--- src/rtl/tpx3_shutter_seq.sv ---
// tpx3_shutter_seq
//
// Frame sequencer for the Timepix3 readout chain. A single accepted START
// runs a T0 / delay / (open, gap)* schedule on SHUTTER and T0_SYNC for
// REPEAT frames, or indefinitely when REPEAT is 0, until STOP or reset.
//
// Optional feature macro: TPX3_SHUTTER_SEQ_TPULSE_EN
//   When defined, test-pulse ports TP_PERIOD, TP_NUM and EXT_TPULSE are added
//   and a pulse train is generated inside every OPEN phase.
//
// Ports
//   CLK         sequencer clock (rising edge)
//   RST_N       asynchronous active-low reset
//   START       start request, sampled only while idle
//   STOP        abort request, honoured in any busy state
//   T0_EN       emit a T0_SYNC pulse at sequence start
//   DELAY       cycles from T0 to the first shutter open
//   LENGTH      shutter-open cycles per frame (0 behaves as 1)
//   GAP         shutter-closed cycles between frames (0 behaves as 1)
//   REPEAT      frame count, 0 = continuous
//   TP_PERIOD   (feature) cycles per test pulse
//   TP_NUM      (feature) test pulses per frame
//   EXT_TPULSE  (feature) test-pulse line
//   SHUTTER     shutter line, active high
//   T0_SYNC     one-cycle timestamp reset pulse
//   BUSY        high whenever not idle
//   DONE        one-cycle pulse at sequence end (normal or abort)
//   FRAME_CNT   frames completed since the last accepted START

module tpx3_shutter_seq #(
  parameter int unsigned CNT_WIDTH   = 32,
  parameter int unsigned FRAME_WIDTH = 16
) (
  input  logic                   CLK,
  input  logic                   RST_N,
  input  logic                   START,
  input  logic                   STOP,
  input  logic                   T0_EN,
  input  logic [CNT_WIDTH-1:0]   DELAY,
  input  logic [CNT_WIDTH-1:0]   LENGTH,
  input  logic [CNT_WIDTH-1:0]   GAP,
  input  logic [FRAME_WIDTH-1:0] REPEAT,
`ifdef TPX3_SHUTTER_SEQ_TPULSE_EN
  input  logic [15:0]            TP_PERIOD,
  input  logic [15:0]            TP_NUM,
  output logic                   EXT_TPULSE,
`endif
  output logic                   SHUTTER,
  output logic                   T0_SYNC,
  output logic                   BUSY,
  output logic                   DONE,
  output logic [FRAME_WIDTH-1:0] FRAME_CNT
);

  typedef enum logic [2:0] {
    S_IDLE,
    S_T0,
    S_WAIT,
    S_OPEN,
    S_GAP
  } state_t;

  state_t                 state, state_n;
  logic [CNT_WIDTH-1:0]   cnt, cnt_n;
  logic [FRAME_WIDTH-1:0] frame_n;
  logic [FRAME_WIDTH-1:0] frame_inc;
  logic                   done_n;
  logic                   accept;

  // Configuration captured when START is accepted
  logic [CNT_WIDTH-1:0]   dly_q, len_q, gap_q;
  logic [FRAME_WIDTH-1:0] rep_q;

  // Down-counter reload value: a zero length still lasts one cycle
  function automatic logic [CNT_WIDTH-1:0] ld(input logic [CNT_WIDTH-1:0] v);
    return (v == '0) ? '0 : v - CNT_WIDTH'(1);
  endfunction

  assign frame_inc = FRAME_CNT + FRAME_WIDTH'(1);

  always_comb begin
    state_n = state;
    cnt_n   = cnt;
    frame_n = FRAME_CNT;
    done_n  = 1'b0;
    accept  = 1'b0;
    unique case (state)
      S_IDLE: begin
        if (START && !STOP) begin
          accept  = 1'b1;
          state_n = S_T0;
          frame_n = '0;
        end
      end
      S_T0: begin
        if (STOP) begin
          state_n = S_IDLE;
          done_n  = 1'b1;
        end else if (dly_q != '0) begin
          state_n = S_WAIT;
          cnt_n   = dly_q - CNT_WIDTH'(1);
        end else begin
          state_n = S_OPEN;
          cnt_n   = ld(len_q);
        end
      end
      S_WAIT: begin
        if (STOP) begin
          state_n = S_IDLE;
          done_n  = 1'b1;
        end else if (cnt == '0) begin
          state_n = S_OPEN;
          cnt_n   = ld(len_q);
        end else begin
          cnt_n = cnt - CNT_WIDTH'(1);
        end
      end
      S_OPEN: begin
        // An aborted frame is not counted, so STOP is checked before the
        // end-of-frame increment.
        if (STOP) begin
          state_n = S_IDLE;
          done_n  = 1'b1;
        end else if (cnt == '0) begin
          frame_n = frame_inc;
          if (rep_q != '0 && frame_inc == rep_q) begin
            state_n = S_IDLE;
            done_n  = 1'b1;
          end else begin
            state_n = S_GAP;
            cnt_n   = ld(gap_q);
          end
        end else begin
          cnt_n = cnt - CNT_WIDTH'(1);
        end
      end
      S_GAP: begin
        if (STOP) begin
          state_n = S_IDLE;
          done_n  = 1'b1;
        end else if (cnt == '0) begin
          state_n = S_OPEN;
          cnt_n   = ld(len_q);
        end else begin
          cnt_n = cnt - CNT_WIDTH'(1);
        end
      end
      default: begin
        state_n = S_IDLE;
      end
    endcase
  end

  // Outputs are registered from the next-state decode so they change on the
  // same edge as the state they describe.
  always_ff @(posedge CLK or negedge RST_N) begin
    if (!RST_N) begin
      state     <= S_IDLE;
      cnt       <= '0;
      dly_q     <= '0;
      len_q     <= '0;
      gap_q     <= '0;
      rep_q     <= '0;
      SHUTTER   <= 1'b0;
      T0_SYNC   <= 1'b0;
      BUSY      <= 1'b0;
      DONE      <= 1'b0;
      FRAME_CNT <= '0;
    end else begin
      state     <= state_n;
      cnt       <= cnt_n;
      SHUTTER   <= (state_n == S_OPEN);
      T0_SYNC   <= accept & T0_EN;
      BUSY      <= (state_n != S_IDLE);
      DONE      <= done_n;
      FRAME_CNT <= frame_n;
      if (accept) begin
        dly_q <= DELAY;
        len_q <= LENGTH;
        gap_q <= GAP;
        rep_q <= REPEAT;
      end
    end
  end

`ifdef TPX3_SHUTTER_SEQ_TPULSE_EN
  // Test-pulse train. tp_arm marks the first OPEN cycle, which is idle;
  // tp_ph is the phase within the current pulse period and tp_left the
  // pulses not yet finished in this frame.
  logic [15:0] tp_per_q, tp_num_q;
  logic [15:0] tp_ph, tp_left;
  logic        tp_arm;
  logic        tp_wrap;
  logic [15:0] tp_ph_n, tp_left_n;
  logic        ext_n;

  always_comb begin
    tp_wrap   = (tp_ph == tp_per_q - 16'd1);
    tp_ph_n   = '0;
    tp_left_n = tp_left;
    if (!tp_arm) begin
      tp_ph_n = tp_wrap ? '0 : tp_ph + 16'd1;
      if (tp_wrap && tp_left != '0) begin
        tp_left_n = tp_left - 16'd1;
      end
    end
    ext_n = (tp_per_q >= 16'd2) && (tp_left_n != '0) &&
            (tp_ph_n < (tp_per_q >> 1));
  end

  always_ff @(posedge CLK or negedge RST_N) begin
    if (!RST_N) begin
      tp_per_q   <= '0;
      tp_num_q   <= '0;
      tp_ph      <= '0;
      tp_left    <= '0;
      tp_arm     <= 1'b0;
      EXT_TPULSE <= 1'b0;
    end else begin
      if (accept) begin
        tp_per_q <= TP_PERIOD;
        tp_num_q <= TP_NUM;
      end
      if (state_n != S_OPEN) begin
        tp_arm     <= 1'b0;
        EXT_TPULSE <= 1'b0;
      end else if (state != S_OPEN) begin
        tp_arm     <= 1'b1;
        tp_ph      <= '0;
        tp_left    <= tp_num_q;
        EXT_TPULSE <= 1'b0;
      end else begin
        tp_arm     <= 1'b0;
        tp_ph      <= tp_ph_n;
        tp_left    <= tp_left_n;
        EXT_TPULSE <= ext_n;
      end
    end
  end
`endif

endmodule

--- config.mk ---
export PLATFORM = sky130hd
export DESIGN_NAME = tpx3_shutter_seq
export DESIGN_NICKNAME = d
export VERILOG_FILES = /design/src/rtl/tpx3_shutter_seq.sv
export SDC_FILE = /design/constraint.sdc
export NUM_CORES = 1
export LEC_CHECK = 0
export CORE_MARGIN = 10
export CORE_UTILIZATION = 45
export CTS_CLUSTER_SIZE = 14
export DETAILED_ROUTE_END_ITERATION = 8
export PLACE_DENSITY = 0.67
export SLEW_MARGIN = 0
export SYNTH_ARGS = -nofsm -noshare
export SYNTH_HDL_FRONTEND = slang
export SYNTH_SLANG_ARGS = --single-unit
export TNS_END_PERCENT = 100
--- constraint.sdc ---
create_clock -name CLK -period 8 [get_ports CLK]
set_input_delay 0.8 -clock CLK [delete_from_list [all_inputs] [get_ports CLK]]
set_output_delay 0.8 -clock CLK [all_outputs]
set_load 0.005 [all_outputs]
==> results.md, run 1 <==
- Final cell count without fillers: 1,567
- Cell accounting for the most synthesized area: dfrtp_1
- Min Tclk post-route: 4.44 ns
- DR vias: 9,574
- Mapped cell area: 10,800 µm²
- TritonCTS clock tree: yes
- Synth top cells by count: 167 x dfrtp_1, 115 x mux2_2, 79 x nor2_1
- Fraction of layout cells with a size suffix above 1: 0.145
- P&R area growth vs syn: 20.0%
- Worst vdd ir: 0.000136 V
- Root Driver: clkbuf_16
- Worst min path class: in -> async
- Setup crit end kind: flip-flop
- Buf+Inv Stages, Crit Path: 0
- First-pass GRT wire length: 55,800 µm
- Max Cap Violations: 0
- RSZ-0062 raised after global routing: no
- Final hold violations: 0
- Routed wire length: 35,700 µm
- CP max stage delay: 0.79 ns
- Worst Path Required: 8.27 ns
- Post-synth EDFFs: 0
- Final Setup Violations: 0
- Post-DP HPWL: 27,200 µm
- Num ports: 137
- CTS Buf Count: 17
- Tot GR Track Use: 0.228
- Post-synth top area share: 0.388
- Starting Density: 0.458
- DRT Pass-1 Iters: 6
- Final Max Tran Viols: 0
- Relative slew slack: 0.364
- Internal power: 2.16 mW
- Worst EP arrival: 4.71 ns
- Vias per cell: 6.11
- Initial drt markers: 1,042
- Crit path cell chain: or3_1, nor3_1, and4_1, nand3_1, a21oi_2, nand2_1, nor2_1, o221ai_1
- Syn_nets: 1,265
- Die X: 175 µm
- Post-synth top flop: dfrtp_1
- Post-route DRC: 0
- Crit Path Max Fanout: 15
- Combinational cell fraction of total power: 0.332
- Crit Path Category: reg -> reg
- Placed insts: 1,535
- Crit start category: flip-flop
- Synth cell types: 74
- Count leader, synth: dfrtp_1
- Clk pwr share: 0.256
- Max Fclk: 225 MHz
- Syn Area/Cell: 9.46 µm²
- Ys Warns: 0
- Register area share after synthesis: 0.388
- Top post-synthesis cells by area: dfrtp_1 39%, mux2_2 12%, xnor2_1 5.4%, xor2_1 3.8%, nor3_1 2.9%
- NumNets Final: 1,360
- Worst hold margin: 0.284 ns
- Total congestion overflow: 0
- GPL Wtd Cong: 1.00
- Final Cell Area: 12,900 µm²
- Net Sw Frac: 0.385
- Worst Tran Pin Value: 0.951 ns
- PnR Total Power: 3.52 mW
- Cell area power density: 272 nW/µm²
- Status: complete, no violations
- Synth Register Bits: 167
- Clock buffer depth: 2
- Part of the power in registers: 0.412
- Vias in the first global route: 9,320
- Die H: 175 µm
- Synthesized netlist cell count: 1,140
- Core Area: 23,500 µm²
- Slowest cell on the critical path: and4_1
- Diodes inserted: 0
- Initial antenna violation count: 0
- Htree depth: 4
- Setup bufs post-CTS: 0
- Final antenna-violating net count: 0
- Hold-fix buffers at CTS: 0
- Port buffer count: 136
- DP Area: 12,300 µm²
- Leak pwr: 4.80 nW
- Worst path top cell family by delay: simple AND/OR/NAND/NOR gates
- CTS resizes: 0
- Rows: 56
- Async SR Flop Fraction: 1.00
- Avg WL per Cell: 22.8 µm
- Clock tree sinks: 167
- Switch Pwr: 1.35 mW
- Clock slew at reported path FFs: 0.07 ns
- Largest net degree at the start of global routing: 68
- Fin Setup TNS: 0 ns
- Final Cycle Share: 0.555
- Die Area: 30,500 µm²
- Post-Route Skew: 0.0116 ns
- Fillers: 2,193
- Worst skew pair latency: 0.44 ns
==> layout by cell type (no fill, tap or decap), drive strengths merged, types with 7 or more instances in the layout <==
master | netlist | layout
ha | 8 | 8
a21oi | 37 | 37
or4 | 25 | 25
a211oi | 10 | 10
nor2 | 79 | 79
a22oi | 13 | 13
o31ai | 16 | 16
o211ai | 8 | 8
nand3 | 39 | 39
nor3 | 62 | 62
xor2 | 47 | 47
xnor2 | 66 | 66
nand4 | 25 | 25
o221ai | 7 | 7
nand2 | 75 | 75
inv | 17 | 24
and4 | 8 | 8
dfrtp | 167 | 167
clkdlybuf4s50 | 0 | 135
o2bb2ai | 7 | 7
buf | 17 | 9
o21ai | 46 | 46
clkbuf | 51 | 19
or2 | 10 | 10
or3 | 18 | 18
and2 | 8 | 8
o22ai | 40 | 40
nor4 | 34 | 34
mux2 | 116 | 116
a22o | 8 | 8
==> power by group through the flow <==
stage          registers (mW)  clock network (mW)  logic [mW]
2_1_floorplan            1.34                   0       0.807
3_3_place_gp             1.44                   0        1.14
3_5_place_dp             1.45                   0        1.15
4_1_cts                  1.44               0.917        1.15
5_1_grt                  1.49               0.951        1.26
6_report                 1.45               0.902        1.17
==> cell type report <==
class                   count  area, µm²  area share
clock buffers              19        443      0.0342
clock inverters            13        185      0.0143
inverters                  17       63.8     0.00493
multi-input cells         888       6240       0.483
flip-flops and latches    167       4180       0.323
well taps                 319        399      0.0309
repair buffers            144       1420       0.110
==> final timing paths <==
path,from,endpoint,slack (ns),cells past startpoint
min in group CLK,cnt[12]$_DFFE_PN0P_,cnt[12]$_DFFE_PN0P_,0.55,2
hold / removal,RST_N,BUSY$_DFF_PN0_,0.28,1
hold reg to reg,cnt[12]$_DFFE_PN0P_,cnt[12]$_DFFE_PN0P_,0.55,2
setup reg to reg,cnt[14]$_DFFE_PN0P_,cnt[22]$_DFFE_PN0P_,3.56,8
max in group asynchronous,RST_N,len_q[19]$_DFFE_PN0P_,6.55,2
setup / recovery,cnt[14]$_DFFE_PN0P_,cnt[22]$_DFFE_PN0P_,3.56,8
==> logic make-up after synthesis <==
logic type | count (synthesis) | synth area share
and+or+nand+nor | 413 | 0.204
AOI/OAI and AO/OA | 236 | 0.150
DFF | 167 | 0.388
muxes | 118 | 0.123
xor gates and xnor gates | 113 | 0.0918
buffers and inverters | 85 | 0.0342
adders and majority gates | 8 | 0.00929
==> sequential cells by signal, indices dropped and copies added (netlist names) <==
register,flops
len_q,32
BUSY,1
state,3
T0_SYNC,1
cnt,32
DONE,1
SHUTTER,1
rep_q,16
gap_q,32
FRAME_CNT,16
dly_q,32
==> routing by layer <==
| layer | global-route usage | vias to the layer above | routed length [µm] | share of wire |
|---|---|---|---|---|
| met3 | 0.0440 | 77 | 2450 | 0.069 |
| met1 | 0.310 | 4618 | 15600 | 0.44 |
| li1 | - | 4475 | - | - |
| met5 | 0 | - | 0 | 0 |
| met2 | 0.354 | 404 | 16200 | 0.45 |
| met4 | 0.0865 | 0 | 1370 | 0.038 |
==> through the flow <==
stage               setup WS, ns   util
CTS                         3.66  0.549
global placement            3.85  0.523
floorplan                   4.98      -
detailed placement          3.66  0.523
global route                3.25  0.549
finish                      3.56  0.549
==> worst register-to-register path, delay by kind of cell (launching register included) <==
kind,cells,cell delay [ns]
flops,1,0.41
compound gates,2,0.64
simple gates,6,3.24
Power figures use the tool's default switching activity.
==> run 2, diff against run 1 <==
--- a/config.mk
+++ b/config.mk
@@ -9,7 +9,7 @@
 export CORE_UTILIZATION = 45
 export CTS_CLUSTER_SIZE = 14
 export DETAILED_ROUTE_END_ITERATION = 8
-export PLACE_DENSITY = 0.67
+export PLACE_DENSITY = 0.7
 export SLEW_MARGIN = 0
 export SYNTH_ARGS = -nofsm -noshare
 export SYNTH_HDL_FRONTEND = slang
==> constraint.sdc (replaced) <==
create_clock -name CLK -period 3.6 [get_ports CLK]
set_input_delay 0.36 -clock CLK [delete_from_list [all_inputs] [get_ports CLK]]
set_output_delay 0.36 -clock CLK [all_outputs]
set_load 0.005 [all_outputs]
==> results.md, run 2 (same netlist as run 1, synthesis figures left out) <==
- DRT Pass-1 Iters: 7 (+1)
- Post-DP HPWL: 28,500 µm (+4.6%)
- Leak pwr: 5.02 nW (+4.5%)
- PnR Total Power: 7.77 mW (+120%)
- RSZ-0062 raised after global routing: no
- Worst EP arrival: 3.70 ns (-1.01 ns)
- Multi-input gate area: 6240 µm² (unchanged)
- Crit Path Category: reg -> reg
- Min Tclk post-route: 3.39 ns (-1.05 ns)
- Part of the power in registers: 0.415 (+0.003)
- Met2 WL: 16,800 µm (+3.8%)
- Tot GR Track Use: 0.238 (+0.00908)
- Die H: 175 µm (unchanged)
- TritonCTS clock tree: yes
- Placed insts: 1,579 (+2.9%)
- Commonest cells after routing, fill and taps aside: 167 x dfrtp_1, 135 x clkdlybuf4s50_1, 115 x mux2_2, 79 x nor2_1, 75 x nand2_1
- Worst skew pair latency: 0.44 ns (about the same)
- Core Area: 23,500 µm² (unchanged)
- Clock buffer depth: 2 (unchanged)
- Crit Path Max Fanout: 9 (-6)
- M1 wire length: 15,400 µm (-1.2%)
- Final hold violations: 0 (unchanged)
- Relative slew slack: 0.512 (+0.148)
- Final Max Tran Viols: 0 (unchanged)
- Commonest non-fill, non-tap cell in the layout: dfrtp_1
- Root Driver: clkbuf_16
- Top Layer Used: met4
- CP startpoint: cnt[10]$_DFFE_PN0P_
- Avg WL per Cell: 23.0 µm (+0.99%)
- P&R area growth vs syn: 23.4%
- CTS resizes: 0 (unchanged)
- Starting Density: 0.458 (unchanged)
- Clock slew at reported path FFs: 0.08 ns (about the same)
- Register area: 4180 µm² (unchanged)
- Total congestion overflow: 0 (unchanged)
- Post-route DRC: 0 (unchanged)
- Worst Tran Pin Value: 0.732 ns (-0.219 ns)
- Clk pwr share: 0.238 (-0.018)
- Met3 wire len: 2880 µm (+18%)
- Final cell count without fillers: 1,612 (+2.9%)
- Initial antenna violation count: 0 (unchanged)
- Fillers: 2,184 (-0.41%)
- Vias per cell: 6.21 (+1.6%)
- Cell area power density: 584 nW/µm² (+110%)
- Vias in the first global route: 9,863 (+5.8%)
- GPL Wtd Cong: 1.02 (+1.5%)
- Internal power: 4.66 mW (+120%)
- Max Fclk: 295 MHz (+31%)
- Largest net degree at the start of global routing: 73 (+7.4%)
- Reg-to-Reg Start: cnt[10]$_DFFE_PN0P_
- Diodes inserted: 0 (unchanged)
- First-pass GRT wire length: 57,800 µm (+3.6%)
- Worst Path Required: 3.92 ns (-4.35 ns)
- Worst hold margin: 0.430 ns (+0.146 ns)
- Hold Path Origin: T0_EN
- Setup crit end kind: flip-flop
- Rows: 56 (unchanged)
- Combinational cell fraction of total power: 0.346 (+0.014)
- Routed wire length: 37,000 µm (+3.9%)
- Fraction of layout cells with a size suffix above 1: 0.175 (+0.0298)
- Fin Setup TNS: 0 ns (unchanged)
- CTS Buf Count: 17 (unchanged)
- DR vias: 10,000 (+4.5%)
- Net Sw Frac: 0.400 (+0.0155)
- Post-Route Skew: 0.0137 ns (+0.00209 ns)
- Max Cap Violations: 0 (unchanged)
- Htree depth: 4 (unchanged)
- Final Cycle Share: 0.941 (+0.386)
- Worst vdd ir: 0.000282 V (+110%)
- Crit start category: flip-flop
- Initial drt markers: 929 (-11%)
- Final antenna-violating net count: 0 (unchanged)
- Die Area: 30,500 µm² (unchanged)
- Num ports: 137 (unchanged)
- NumNets Final: 1,405 (+3.3%)
- Port buffer count: 136 (unchanged)
- Die X: 175 µm (unchanged)
- Status: complete, no violations
- Clock tree sinks: 167 (unchanged)
- Worst min path class: in -> reg
- Final Setup Violations: 0 (unchanged)
- Switch Pwr: 3.11 mW (+130%)
## run 2: cell count changes in the layout (fill, tap and decap cells not counted), sizes merged
| cell | before | now |
|---|---|---|
| clkinv | 3 | 6 |
| clkbuf | 19 | 17 |
| dlygate4sd3 | 0 | 1 |
| bufinv | 3 | 0 |
| buf | 9 | 53 |
| inv | 24 | 23 |
| clkinvlp | 0 | 3 |
## run 2: path summary, 6_finish.rpt
kind	endpoint	slack (ns)	cells after the start
setup / recovery	cnt[15]$_DFFE_PN0P_	0.21	10
hold / removal	T0_SYNC$_DFF_PN0_	0.43	3
setup reg to reg	cnt[15]$_DFFE_PN0P_	0.21	10
hold reg to reg	dly_q[1]$_DFFE_PN0P_	0.54	1
max in group asynchronous	len_q[29]$_DFFE_PN0P_	2.24	3
min in group asynchronous	rep_q[10]$_DFFE_PN0P_	0.51	2
## run 2: area by class of cell
class | instances | area share
clock buffers | 17 | 0.0320
well taps | 319 | 0.0300
multi-input cells | 888 | 0.470
repair buffers | 189 | 0.137
clock inverters | 15 | 0.0121
flip-flops and latches | 167 | 0.314
inverters | 17 | 0.00480
## run 2: critical path, cell delays in order, from the launching register on
cell	delay (ns)
dfrtp_1	0.43
or4_4	0.60
nor4_1	0.52
and4_1	0.36
nand3_1	0.12
a21oi_2	0.17
and2_1	0.24
nand2_1	0.14
buf_4	0.18
buf_4	0.17
a221o_1	0.32
## run 2: repair_timing
| action | 4_1_cts | 5_1_grt |
|---|---|---|
| setup buffers | 0 | 0 |
| endpoints found under the hold margin | 30 | 0 |
| hold buffers | 1 | 0 |
## run 2: stage by stage
step	setup slack (ns)	area, µm²	utilization
after floorplan	0.576	10800	-
after global placement	0.334	12700	0.539
after detailed placement	0.290	12700	0.539
after CTS	0.277	13300	0.565
after global routing	0.0484	13300	0.565
final	0.212	13300	0.565
## run 2: routing by layer
metal  vias up  track usage
met4         0        0.123
met2       490        0.374
met5         -            0
li1       4579            -
met1      4841        0.299
met3        94       0.0548
## run 2: power groups by stage
stage	Combinational, mW	Clock [mW]	Sequential (mW)
floorplan	1.79	0	2.97
global placement	2.63	0	3.21
detailed placement	2.64	0	3.23
CTS	2.65	1.88	3.20
global route	2.90	1.96	3.31
finish	2.69	1.85	3.22
